==> src/rtl/axi4s_packet_receiver.sv <==
// AXI4-Stream sink: FWFT beat FIFO plus per-packet summary (len/id/dest/user/err), 1-cycle latency.
// TREADY falls when the FIFO holds DEPTH beats and rises the cycle after a pop; no input-to-ready path.
module axi4s_rx_fifo #(
  parameter int W     = 8,
  parameter int DEPTH = 8
) (
  input  logic         clk,
  input  logic         rst_n,
  input  logic         wr_vld,
  input  logic [W-1:0] wr_dat,
  input  logic         rd_rdy,
  output logic         rd_vld,
  output logic [W-1:0] rd_dat,
  output logic         full
);
  localparam int AW = $clog2(DEPTH);

  logic [W-1:0]  mem [DEPTH];
  logic [AW-1:0] wp;
  logic [AW-1:0] rp;
  logic [AW:0]   cnt;
  logic          wr;
  logic          rd;

  assign full   = (cnt == (AW+1)'(DEPTH));
  assign rd_vld = (cnt != '0);
  assign wr     = wr_vld && !full;
  assign rd     = rd_rdy && rd_vld;
  // Head is forced to zero when empty so stale storage never shows after reset.
  assign rd_dat = rd_vld ? mem[rp] : '0;

  always_ff @(posedge clk) begin
    if (wr) mem[wp] <= wr_dat;
  end

  always_ff @(posedge clk) begin
    if (!rst_n) begin
      wp  <= '0;
      rp  <= '0;
      cnt <= '0;
    end else begin
      if (wr) wp <= wp + AW'(1);
      if (rd) rp <= rp + AW'(1);
      if (wr && !rd)      cnt <= cnt + (AW+1)'(1);
      else if (rd && !wr) cnt <= cnt - (AW+1)'(1);
    end
  end
endmodule

module axi4s_packet_receiver #(
  parameter int N     = 1,
  parameter int I     = 1,
  parameter int D     = 1,
  parameter int U     = 1,
  parameter int DEPTH = 8,
  parameter int LEN_W = 16
) (
  input  logic             ACLK,
  input  logic             ARESETn,
  input  logic             TVALID,
  output logic             TREADY,
  input  logic [8*N-1:0]   TDATA,
  input  logic [N-1:0]     TSTRB,
  input  logic [N-1:0]     TKEEP,
  input  logic             TLAST,
  input  logic [I-1:0]     TID,
  input  logic [D-1:0]     TDEST,
  input  logic [U-1:0]     TUSER,
  input  logic             rd_en,
  output logic             rd_valid,
  output logic [8*N-1:0]   rd_data,
  output logic [N-1:0]     rd_strb,
  output logic [N-1:0]     rd_keep,
  output logic             rd_last,
  output logic             pkt_done,
  output logic [LEN_W-1:0] pkt_len,
  output logic [I-1:0]     pkt_id,
  output logic [D-1:0]     pkt_dest,
  output logic [U-1:0]     pkt_user,
  output logic [1:0]       pkt_err
);
  localparam int W = 8*N + 2*N + 1;

  typedef enum logic {IDLE, IN_PKT} state_t;

  state_t           state;
  logic             ready_en;
  logic             full;
  logic             push;
  logic [W-1:0]     head;
  logic [LEN_W-1:0] acc;
  logic [I-1:0]     cap_id;
  logic [D-1:0]     cap_dest;
  logic             err_mm;
  logic             err_sat;

  logic [LEN_W:0]   pc;
  logic [LEN_W:0]   sum;
  logic [LEN_W-1:0] new_len;
  logic             new_mm;
  logic             new_sat;
  logic             in_pkt;

  // ready_en keeps TREADY low while reset is held and for no longer.
  assign TREADY = ready_en && !full;
  assign push   = TVALID && TREADY && ((TKEEP != '0) || TLAST);
  assign in_pkt = (state == IN_PKT);

  axi4s_rx_fifo #(.W(W), .DEPTH(DEPTH)) u_fifo (
    .clk    (ACLK),
    .rst_n  (ARESETn),
    .wr_vld (push),
    .wr_dat ({TDATA, TSTRB, TKEEP, TLAST}),
    .rd_rdy (rd_en),
    .rd_vld (rd_valid),
    .rd_dat (head),
    .full   (full)
  );

  assign {rd_data, rd_strb, rd_keep, rd_last} = head;

  always_comb begin
    pc = '0;
    for (int b = 0; b < N; b++) pc = pc + (LEN_W+1)'(TKEEP[b]);
    sum     = (in_pkt ? {1'b0, acc} : '0) + pc;
    new_len = sum[LEN_W] ? '1 : sum[LEN_W-1:0];
    new_sat = (in_pkt && err_sat) || sum[LEN_W];
    new_mm  = in_pkt && (err_mm || (TID != cap_id) || (TDEST != cap_dest));
  end

  always_ff @(posedge ACLK) begin
    if (!ARESETn) begin
      state    <= IDLE;
      ready_en <= 1'b0;
      acc      <= '0;
      cap_id   <= '0;
      cap_dest <= '0;
      err_mm   <= 1'b0;
      err_sat  <= 1'b0;
      pkt_done <= 1'b0;
      pkt_len  <= '0;
      pkt_id   <= '0;
      pkt_dest <= '0;
      pkt_user <= '0;
      pkt_err  <= '0;
    end else begin
      ready_en <= 1'b1;
      pkt_done <= 1'b0;
      if (push) begin
        if (TLAST) begin
          state    <= IDLE;
          pkt_done <= 1'b1;
          pkt_len  <= new_len;
          pkt_id   <= in_pkt ? cap_id : TID;
          pkt_dest <= in_pkt ? cap_dest : TDEST;
          pkt_user <= TUSER;
          pkt_err  <= {new_sat, new_mm};
        end else begin
          state   <= IN_PKT;
          acc     <= new_len;
          err_mm  <= new_mm;
          err_sat <= new_sat;
          if (!in_pkt) begin
            cap_id   <= TID;
            cap_dest <= TDEST;
          end
        end
      end
    end
  end
endmodule

==> config.mk <==
export PLATFORM = sky130hd
export DESIGN_NAME = axi4s_packet_receiver
export DESIGN_NICKNAME = d
export VERILOG_FILES = /design/src/rtl/axi4s_packet_receiver.sv
export SDC_FILE = /design/constraint.sdc
export NUM_CORES = 1
export LEC_CHECK = 0
export ABC_AREA = 0
export CORE_MARGIN = 2
export CORE_UTILIZATION = 57
export DETAILED_ROUTE_END_ITERATION = 10
export PLACE_DENSITY = 0.85
export SLEW_MARGIN = 20
export SYNTH_ARGS = -nofsm -noshare
export SYNTH_HDL_FRONTEND = slang
export SYNTH_SLANG_ARGS = --single-unit
export TNS_END_PERCENT = 5
==> constraint.sdc <==
create_clock -name ACLK -period 3.43 [get_ports ACLK]
set_clock_uncertainty 0.1 [all_clocks]
set_input_delay 0.343 -clock ACLK [delete_from_list [all_inputs] [get_ports ACLK]]
set_output_delay 0.343 -clock ACLK [all_outputs]
set_load 0.01 [all_outputs]
==> summary.md <==
| Metric | Value |
|---|---|
| TritonCTS clock tree | `yes` |
| Most used routing layer | `met2` |
| Post-synthesis mux area share | `0.1077` |
| Die Wd | `around 110 um` |
| GRT Residual Overflow | `0` |
| M3 GR Usage | `0.06780` |
| Worst vdd ir | `about 0.43 mV` |
| Syn nets | `493` |
| Total length of routed wires | `around 13 mm` |
| IO buf count | `52` |
| Final hold vios | `0` |
| Diodes inserted | `0` |
| Post-synth top area cell | `edfxtp_1` |
| Die area | `11530 um^2` |
| Period utilization | `0.9462` |
| Initial antenna violation count | `0` |
| Largest family of logic cells by synthesized area | `simple AND/OR/NAND/NOR gates` |
| Cell area after synthesis | `about 6100 um^2` |
| Slowest CP cell | `or4b_4` |
| Worst Setup End Kind | `flop` |
| Number of synthesized flops with an enable pin | `88` |
| Hold buffers post-CTS | `0` |
| Post-Synth XOR/XNOR Area | `0.02589` |
| Final setup fails | `0` |
| Main synth FF type | `edfxtp_1` |
| Global-route wire length before repair | `20.87 mm` |
| DR WL/cell | `18.97 um` |
| Grt met1 use | `0.2856` |
| Worst EP arrival | `about 3600 ps` |
| Max-cap violations | `0` |
| Drt drc | `0` |
| Met2 Use GR | `0.4155` |
| Setup bufs post-CTS | `0` |
| Largest net degree at the start of global routing | `30` |
| Crit start category | `flop` |
| Routability cong. | `0.9045` |
| Layout Cells excl Fill | `683` |
| Slew headroom | `0.4804` |
| Clk buf depth | `2` |
| Most frequent cells after synthesis | `88 x edfxtp_1, 57 x dfxtp_1, 51 x nor2_1, 36 x nand2_1, 34 x a21oi_1` |
| Asr flop ratio synth | `0` |
| Critical-path cell list | `or4b_4 > and2_4 > o211ai_1 > inv_2 > ha_1 > inv_1 > ha_1 > a21o_2 > a21oi_1 > xnor2_1 > or3_1 > a21oi_1` |
| Sequential share of the synthesized area | `0.6213` |
| Std cell rows | `37` |
| Max frequency | `308.1 MHz` |
| Max-slew violation count | `0` |
| Critical path buffers and inverters | `2` |
| Placed Instances | `651` |
| RSZ-0062 raised after global routing | `no` |
| Synth area leaders | `edfxtp_1 43%, dfxtp_1 19%, mux4_2 8.1%` |
| Clk pin slew, worst setup/hold paths | `around 60 ps` |
| Crit path kind | `reg2reg` |
| Core Area | `10370 um^2` |
| TritonRoute pass-1 iters | `4` |
| Initial Util | `0.5872` |
| Detailed Route Iter0 Violations | `245` |
| Synth Warn # | `0` |
| Compound-Gate Fraction of Synth Area | `0.09266` |
| CP delay by family, top | `simple AND/OR/NAND/NOR gates` |
| Clock Sinks | `145` |
| Gr usage total | `0.2417` |
| Mean Syn Cell Area | `13.04 um^2` |
| Synth Register Bits | `about 150` |
| HPWL Detailed | `7.988 mm` |
| Die Y | `roughly 110 um` |
| Synth-to-Final Area Change | `22.21%` |
| Layout cell share with drive strength beyond 1 | `0.1572` |
| Setup Total Neg Slack | `0 ps` |
| CP max stage delay | `approximately 580 ps` |
| Tmin final | `3245 ps` |
| Data required, critical path | `3770 ps` |
| Most common cell in the netlist | `edfxtp_1` |
| Root Buffer Master | `clkbuf_8` |
| Pwr dens | `659.0 nW/um^2` |
| DR vias | `4048` |
| Nets | `560` |
| Syn Inst Count | `467` |
| Top-level I/O count | `between 50 and 60` |
| Yosys top cell area share | `0.4339` |
| Worst-Skew Late Latency | `around 520 ps` |
| Largest fanout on the critical path | `6` |
| Fraction of the mapped netlist area in simple logic gates | `0.1110` |
| Post-CTS Resized | `0` |
| H-tree Lvls | `4` |
| DR vias/cell | `5.927` |
| Outcome | `complete, no violations` |
| Worst-Margin Slew | `just under 800 ps` |
| Leak | `2.477 nW` |
| Number of global-route vias before repair | `4163` |
| DRT antenna net count | `0` |
| HP Class | `in2reg` |
| Post-synthesis adder-cell area fraction | `0.01767` |
| Yosys cell types | `52` |
| CTS Buf Count | `17` |
per-layer routing:
metal,vias up,part of all wire
met5,-,0
li1,1892,-
met3,21,0.064
met4,0,0.017
met1,1988,0.39
met2,147,0.53
stage by stage:
step                hold WS [ps]  instance area, um^2  utilization  total power, mW  setup WS [ps]
floorplan                  270.7                 6090            -            2.589          482.1
global placement           339.9                 6814       0.6571            2.949          385.2
detailed placement         347.8                 6814       0.6571            2.997          141.5
CTS                        250.3                 7442       0.7177            4.942          112.4
global route               274.5                 7442       0.7177            5.082          19.19
finish                     267.4                 7442       0.7177            4.904          184.5
power breakdown:
group,leakage [nW],internal (mW),switching [mW]
sequential,1.26,1.92,0.0591
combinational,0.922,0.505,0.481
clock,0.297,1.25,0.688
kinds of logic (layout without fill, tap and decap cells):
logic type                 count (synthesis)  count (layout)
DFF                                      145             145
and+or+nand+nor                          140             140
AOI/OAI and AO/OA                         88              88
muxes                                     38              38
buffers and inverters                     30             110
xor gates and xnor gates                  18              18
adders and majority gates                  8               8
registers in the layout, summed over array words and instances (netlist names), 2 cells and up, named ones only:
signal,flops
u_fifo.rp,3
u_fifo.cnt,4
pkt_len,16
pkt_err,2
u_fifo.mem,88
acc,16
u_fifo.wp,3
placed cells by master, fill, tap and decap left out, drive strengths merged, types with 15 or more instances in the layout:
master	synthesis	final
clkdlybuf4s50	0	52
nand2	36	36
clkbuf	16	18
edfxtp	88	88
mux4	22	22
o21ai	23	23
mux2i	16	16
a21oi	34	34
nor2	51	51
buf	8	20
dfxtp	57	57
a211oi	15	15
final cells by class:
class,count,area (um^2)
Timing Repair Buffer,72,670.6
Clock inverter,14,210.2
Multi-Input combinational cell,292,2167
Fill cell,658,2928
Tap cell,136,170.2
Clock buffer,18,417.9
Sequential cell,145,3784
Inverter,6,22.52
worst register-to-register path: stages, from the launching register on:
cell and delay, ps:
dfxtp_1 370, or4b_4 580, and2_4 190, o211ai_1 190
inv_2 120, ha_1 240, inv_1 130, ha_1 260
a21o_2 220, a21oi_1 210, xnor2_1 110, or3_1 310
a21oi_1 140
worst paths after layout:
check	startpoint	to	slack, ps	cells after the start
worst max-delay path	u_fifo.cnt[0]	u_fifo.cnt[3]	180	12
worst min-delay path	TUSER	pkt_user	270	3
worst max register to register	u_fifo.cnt[0]	u_fifo.cnt[3]	180	12
worst min register to register	pkt_user	pkt_user	360	2
Note: power is estimated with default switching activity, not from simulation.
==> patch 1, RTL diff (same flow settings) <==
Register the output `pkt_err` once more, with the module's reset; this adds one clock of latency there. The other outputs are not delayed to match.
--- a/src/rtl/axi4s_packet_receiver.sv
+++ b/src/rtl/axi4s_packet_receiver.sv
@@ -84,4 +84,6 @@
   typedef enum logic {IDLE, IN_PKT} state_t;
 
+  logic [1:0] pkt_err_s0;
+
   state_t           state;
   logic             ready_en;
@@ -143,5 +145,5 @@
       pkt_dest <= '0;
       pkt_user <= '0;
-      pkt_err  <= '0;
+      pkt_err_s0 <= '0;
     end else begin
       ready_en <= 1'b1;
@@ -155,5 +157,5 @@
           pkt_dest <= in_pkt ? cap_dest : TDEST;
           pkt_user <= TUSER;
-          pkt_err  <= {new_sat, new_mm};
+          pkt_err_s0 <= {new_sat, new_mm};
         end else begin
           state   <= IN_PKT;
@@ -169,4 +171,12 @@
     end
   end
+  always_ff @(posedge ACLK) begin
+    if (!ARESETn) begin
+      pkt_err <= '0;
+    end else begin
+      pkt_err <= pkt_err_s0;
+    end
+  end
+
 endmodule
 
Function: changed (Yosys sat finds a counterexample within 4 cycles, from zero or initial values and one cycle with ARESETn low).
==> patch 1 against the original RTL <==
Total power shrank 0.68%. Die area fell by 0.33%. Critical path type is now flip-flop to primary output. Synthesized area decreased by 0.35%. Routed wire length decreased by 0.25%. Global-route usage about the same. Worst setup slack improved by 0.22 ns. Final area about the same. Critical path depth decreased by 7. Clock power is 3% lower. Sequential cell count is 2 higher. Fmax grew 7.3%.
==> patch 1: results (changes against the original RTL) <==
* run status: complete, no violations, unchanged
* Core Footprint: 10300 um^2, was 10400 um^2
* overall track demand over capacity in global routing: 24.2%, about the same
* detailed placement HPWL: 8070 um, was 7990 um
* number of nets produced by synthesis: 480, was 493
* worst vdd ir: 0.000377 V, was 0.000433 V
* number of DRC violations after detailed-routing iteration 0: 250, was 245
* Worst Tran Pin Value: 0.802 ns, was 0.778 ns
* drt pass-1 iters: 5, was 4
* maximum number of pins on one net before global-route repair: 38, was 30
* via density per instance: 5.86, was 5.93
* nonclk inv count: 7, was 6
* area taken by multi-input logic gates: 2130 um^2, was 2170 um^2
* share of the yosys chip area belonging to registers: 63.0%, was 62.1%
* PwrDens: 655 nW/um^2, was 659 nW/um^2
* cell leakage power: 2.51 nW, was 2.48 nW
* number of cells in the design after placement: 640, was 651
* logic gate share of total power: 19.7%, was 20.1%
* Clock buffers and inverters, area share: 8.12%, was 8.44%
* worst endpoint data arrival time: 2.58 ns, was 3.59 ns
* area added between synthesis and finish: 22.6%, was 22.2%
* Clock Power: 1.89 mW, was 1.94 mW
* synth cell count leaders: sky130_fd_sc_hd__edfxtp_1 (88), sky130_fd_sc_hd__dfxtp_1 (59), sky130_fd_sc_hd__nor2_1 (48), was sky130_fd_sc_hd__edfxtp_1 (88), sky130_fd_sc_hd__dfxtp_1 (57), sky130_fd_sc_hd__nor2_1 (51)
* Final Net Count: 549, was 560
* CP Capture Point: rd_last, was u_fifo.cnt[3]
* global-route wire length before repair: 20800 um, was 20900 um
* layout clock buffer count: 17, was 18
* switching pwr: 1.30 mW, was 1.23 mW
* number of vias in the routed layout: 3939, was 4048
* fraction of the cycle the final worst path needs: 88.2%, was 94.6%
* top post-synthesis cells by area: sky130_fd_sc_hd__edfxtp_1 (44%), sky130_fd_sc_hd__dfxtp_1 (19%), sky130_fd_sc_hd__mux4_2 (8.2%), was sky130_fd_sc_hd__edfxtp_1 (43%), sky130_fd_sc_hd__dfxtp_1 (19%), sky130_fd_sc_hd__mux4_2 (8.1%)
* count of filler cells inserted in the layout: 659, was 658
* final routed wire length divided by cell count: 19.2 um, was 19.0 um
* Avg Cell Area, Syn: 13.4 um^2, was 13.0 um^2
* comb_multi_in: 276, was 292
* post-synthesis cell type count: 50, was 52
## patch 1: routing by layer
metal  up-vias  share of wire (%)  GRT usage (%)
li1       1862                  -              -
met1      1934                 41           29.5
met2       121                 52           41.1
met3        22                5.7           6.75
met4         0                2.1           8.81
met5         -                  0              0
## patch 1: critical path, cell delays in order, from the launching register on
cell                              delay (ns)
sky130_fd_sc_hd__dfxtp_1                0.30
sky130_fd_sc_hd__buf_4                  0.38
sky130_fd_sc_hd__mux4_2                 0.59
sky130_fd_sc_hd__mux2i_1                0.22
sky130_fd_sc_hd__nor2_1                 0.08
sky130_fd_sc_hd__clkdlybuf4s50_1        0.48
## patch 1: kinds of logic after synthesis
group	after synthesis	synth area share [%]
XOR/XNOR	18	2.60
buffers and inverters	31	2.21
flip-flops	147	63.0
multiplexers	40	11.1
AO/OA/AOI/OAI	84	8.47
AND/OR/NAND/NOR	126	10.8
adder cells (fa/ha/maj)	8	1.77
==> patch 2, RTL diff (config.mk and constraints unchanged) <==
Without the edit above. `DEPTH` is set to 8 in 2 places; all go to 16.
--- a/src/rtl/axi4s_packet_receiver.sv
+++ b/src/rtl/axi4s_packet_receiver.sv
@@ -3,5 +3,5 @@
 module axi4s_rx_fifo #(
   parameter int W     = 8,
-  parameter int DEPTH = 8
+  parameter int DEPTH = 16
 ) (
   input  logic         clk,
@@ -53,5 +53,5 @@
   parameter int D     = 1,
   parameter int U     = 1,
-  parameter int DEPTH = 8,
+  parameter int DEPTH = 16,
   parameter int LEN_W = 16
 ) (
Function: changed (a bounded check fails within 10 cycles, from zero or initial values and one cycle with ARESETn low).
==> patch 2 against the original RTL <==
Total power grew 44%. Synthesized area increased by 58%. Routed wire length up 63%. Worst setup slack got worse by 0.057 ns. Non-clock buffer count rose by 11. Sequential cell count is 92 higher. Count of clock-buffer cells in the layout grew 12. Final area rose by 52%.
==> patch 2: results (changes against the original RTL) <==
* r2r worst-path depth: 10, was 12
* signal buffers share of area: 6.77%, was 9.01%
* switching pwr: 1.81 mW, was 1.23 mW
* count of filler cells inserted in the layout: 1029, was 658
* reg-to-reg critical path endpoint: u_fifo.cnt[4], was u_fifo.cnt[3]
* final estimated routing congestion in global placement: 0.867, was 0.905
* CP Capture Point: rd_data[7], was u_fifo.cnt[3]
* number of global-route vias before repair: 5888, was 4163
* htree depth: 1, was 4
* sequential power share: 45.6%, was 40.3%
* layout clock buffer count: 30, was 18
* global-route wire length before repair: 33100 um, was 20900 um
* comb_multi_in: 346, was 292
* number of nets produced by synthesis: 659, was 493
* number of cells in the design after placement: 896, was 651
* detailed placement HPWL: 13100 um, was 7990 um
* seq pwr: 3.22 mW, was 1.98 mW
* setup slack, reg-to-reg: 0.51 ns, was 0.18 ns
* Met2 Wirelength: 11100 um, was 6820 um
* Layout Utilization: 68.4%, was 71.8%
* worst endpoint data arrival time: 2.86 ns, was 3.59 ns
* compound-gate portion of the synthesized area: 6.45%, was 9.27%
* top post-synthesis cells by area: sky130_fd_sc_hd__edfxtp_1 (55%), sky130_fd_sc_hd__dfxtp_1 (13%), sky130_fd_sc_hd__mux4_2 (10%), was sky130_fd_sc_hd__edfxtp_1 (43%), sky130_fd_sc_hd__dfxtp_1 (19%), sky130_fd_sc_hd__mux4_2 (8.1%)
* cell leakage power: 3.69 nW, was 2.48 nW
* max_slew headroom: 55.8%, was 48.0%
* share of synthesized cell area in full adder, half adder and majority cells: 1.77%, about the same
* registers with the most flip-flops: u_fifo.mem x176, acc x16, pkt_len x16, was u_fifo.mem x88, acc x16, pkt_len x16
* met3 Track Usage GR: 3.21%, was 6.78%
* run status: complete, no violations, unchanged
* Core Footprint: 16500 um^2, was 10400 um^2
-- patch 2: cell count changes after synthesis, moves of 6 or more --
cell	delta
sky130_fd_sc_hd__nand4_1	-7
sky130_fd_sc_hd__o21ai_0	+11
sky130_fd_sc_hd__mux4_2	+22
sky130_fd_sc_hd__mux2i_1	+11
sky130_fd_sc_hd__o22ai_1	+11
sky130_fd_sc_hd__nor2_1	-12
sky130_fd_sc_hd__a211oi_2	-6
sky130_fd_sc_hd__nor3_1	+9
sky130_fd_sc_hd__a21oi_1	+13
sky130_fd_sc_hd__edfxtp_1	+88
sky130_fd_sc_hd__clkbuf_1	+8
-- patch 2: worst max-delay path, stage by stage, from the launching register on --
cell and delay (ns):
sky130_fd_sc_hd__dfxtp_1 0.36, sky130_fd_sc_hd__nor4_4 0.49, sky130_fd_sc_hd__nand2b_1 0.25, sky130_fd_sc_hd__nand2_1 0.51, sky130_fd_sc_hd__o22ai_1 0.20, sky130_fd_sc_hd__clkdlybuf4s50_1 0.54
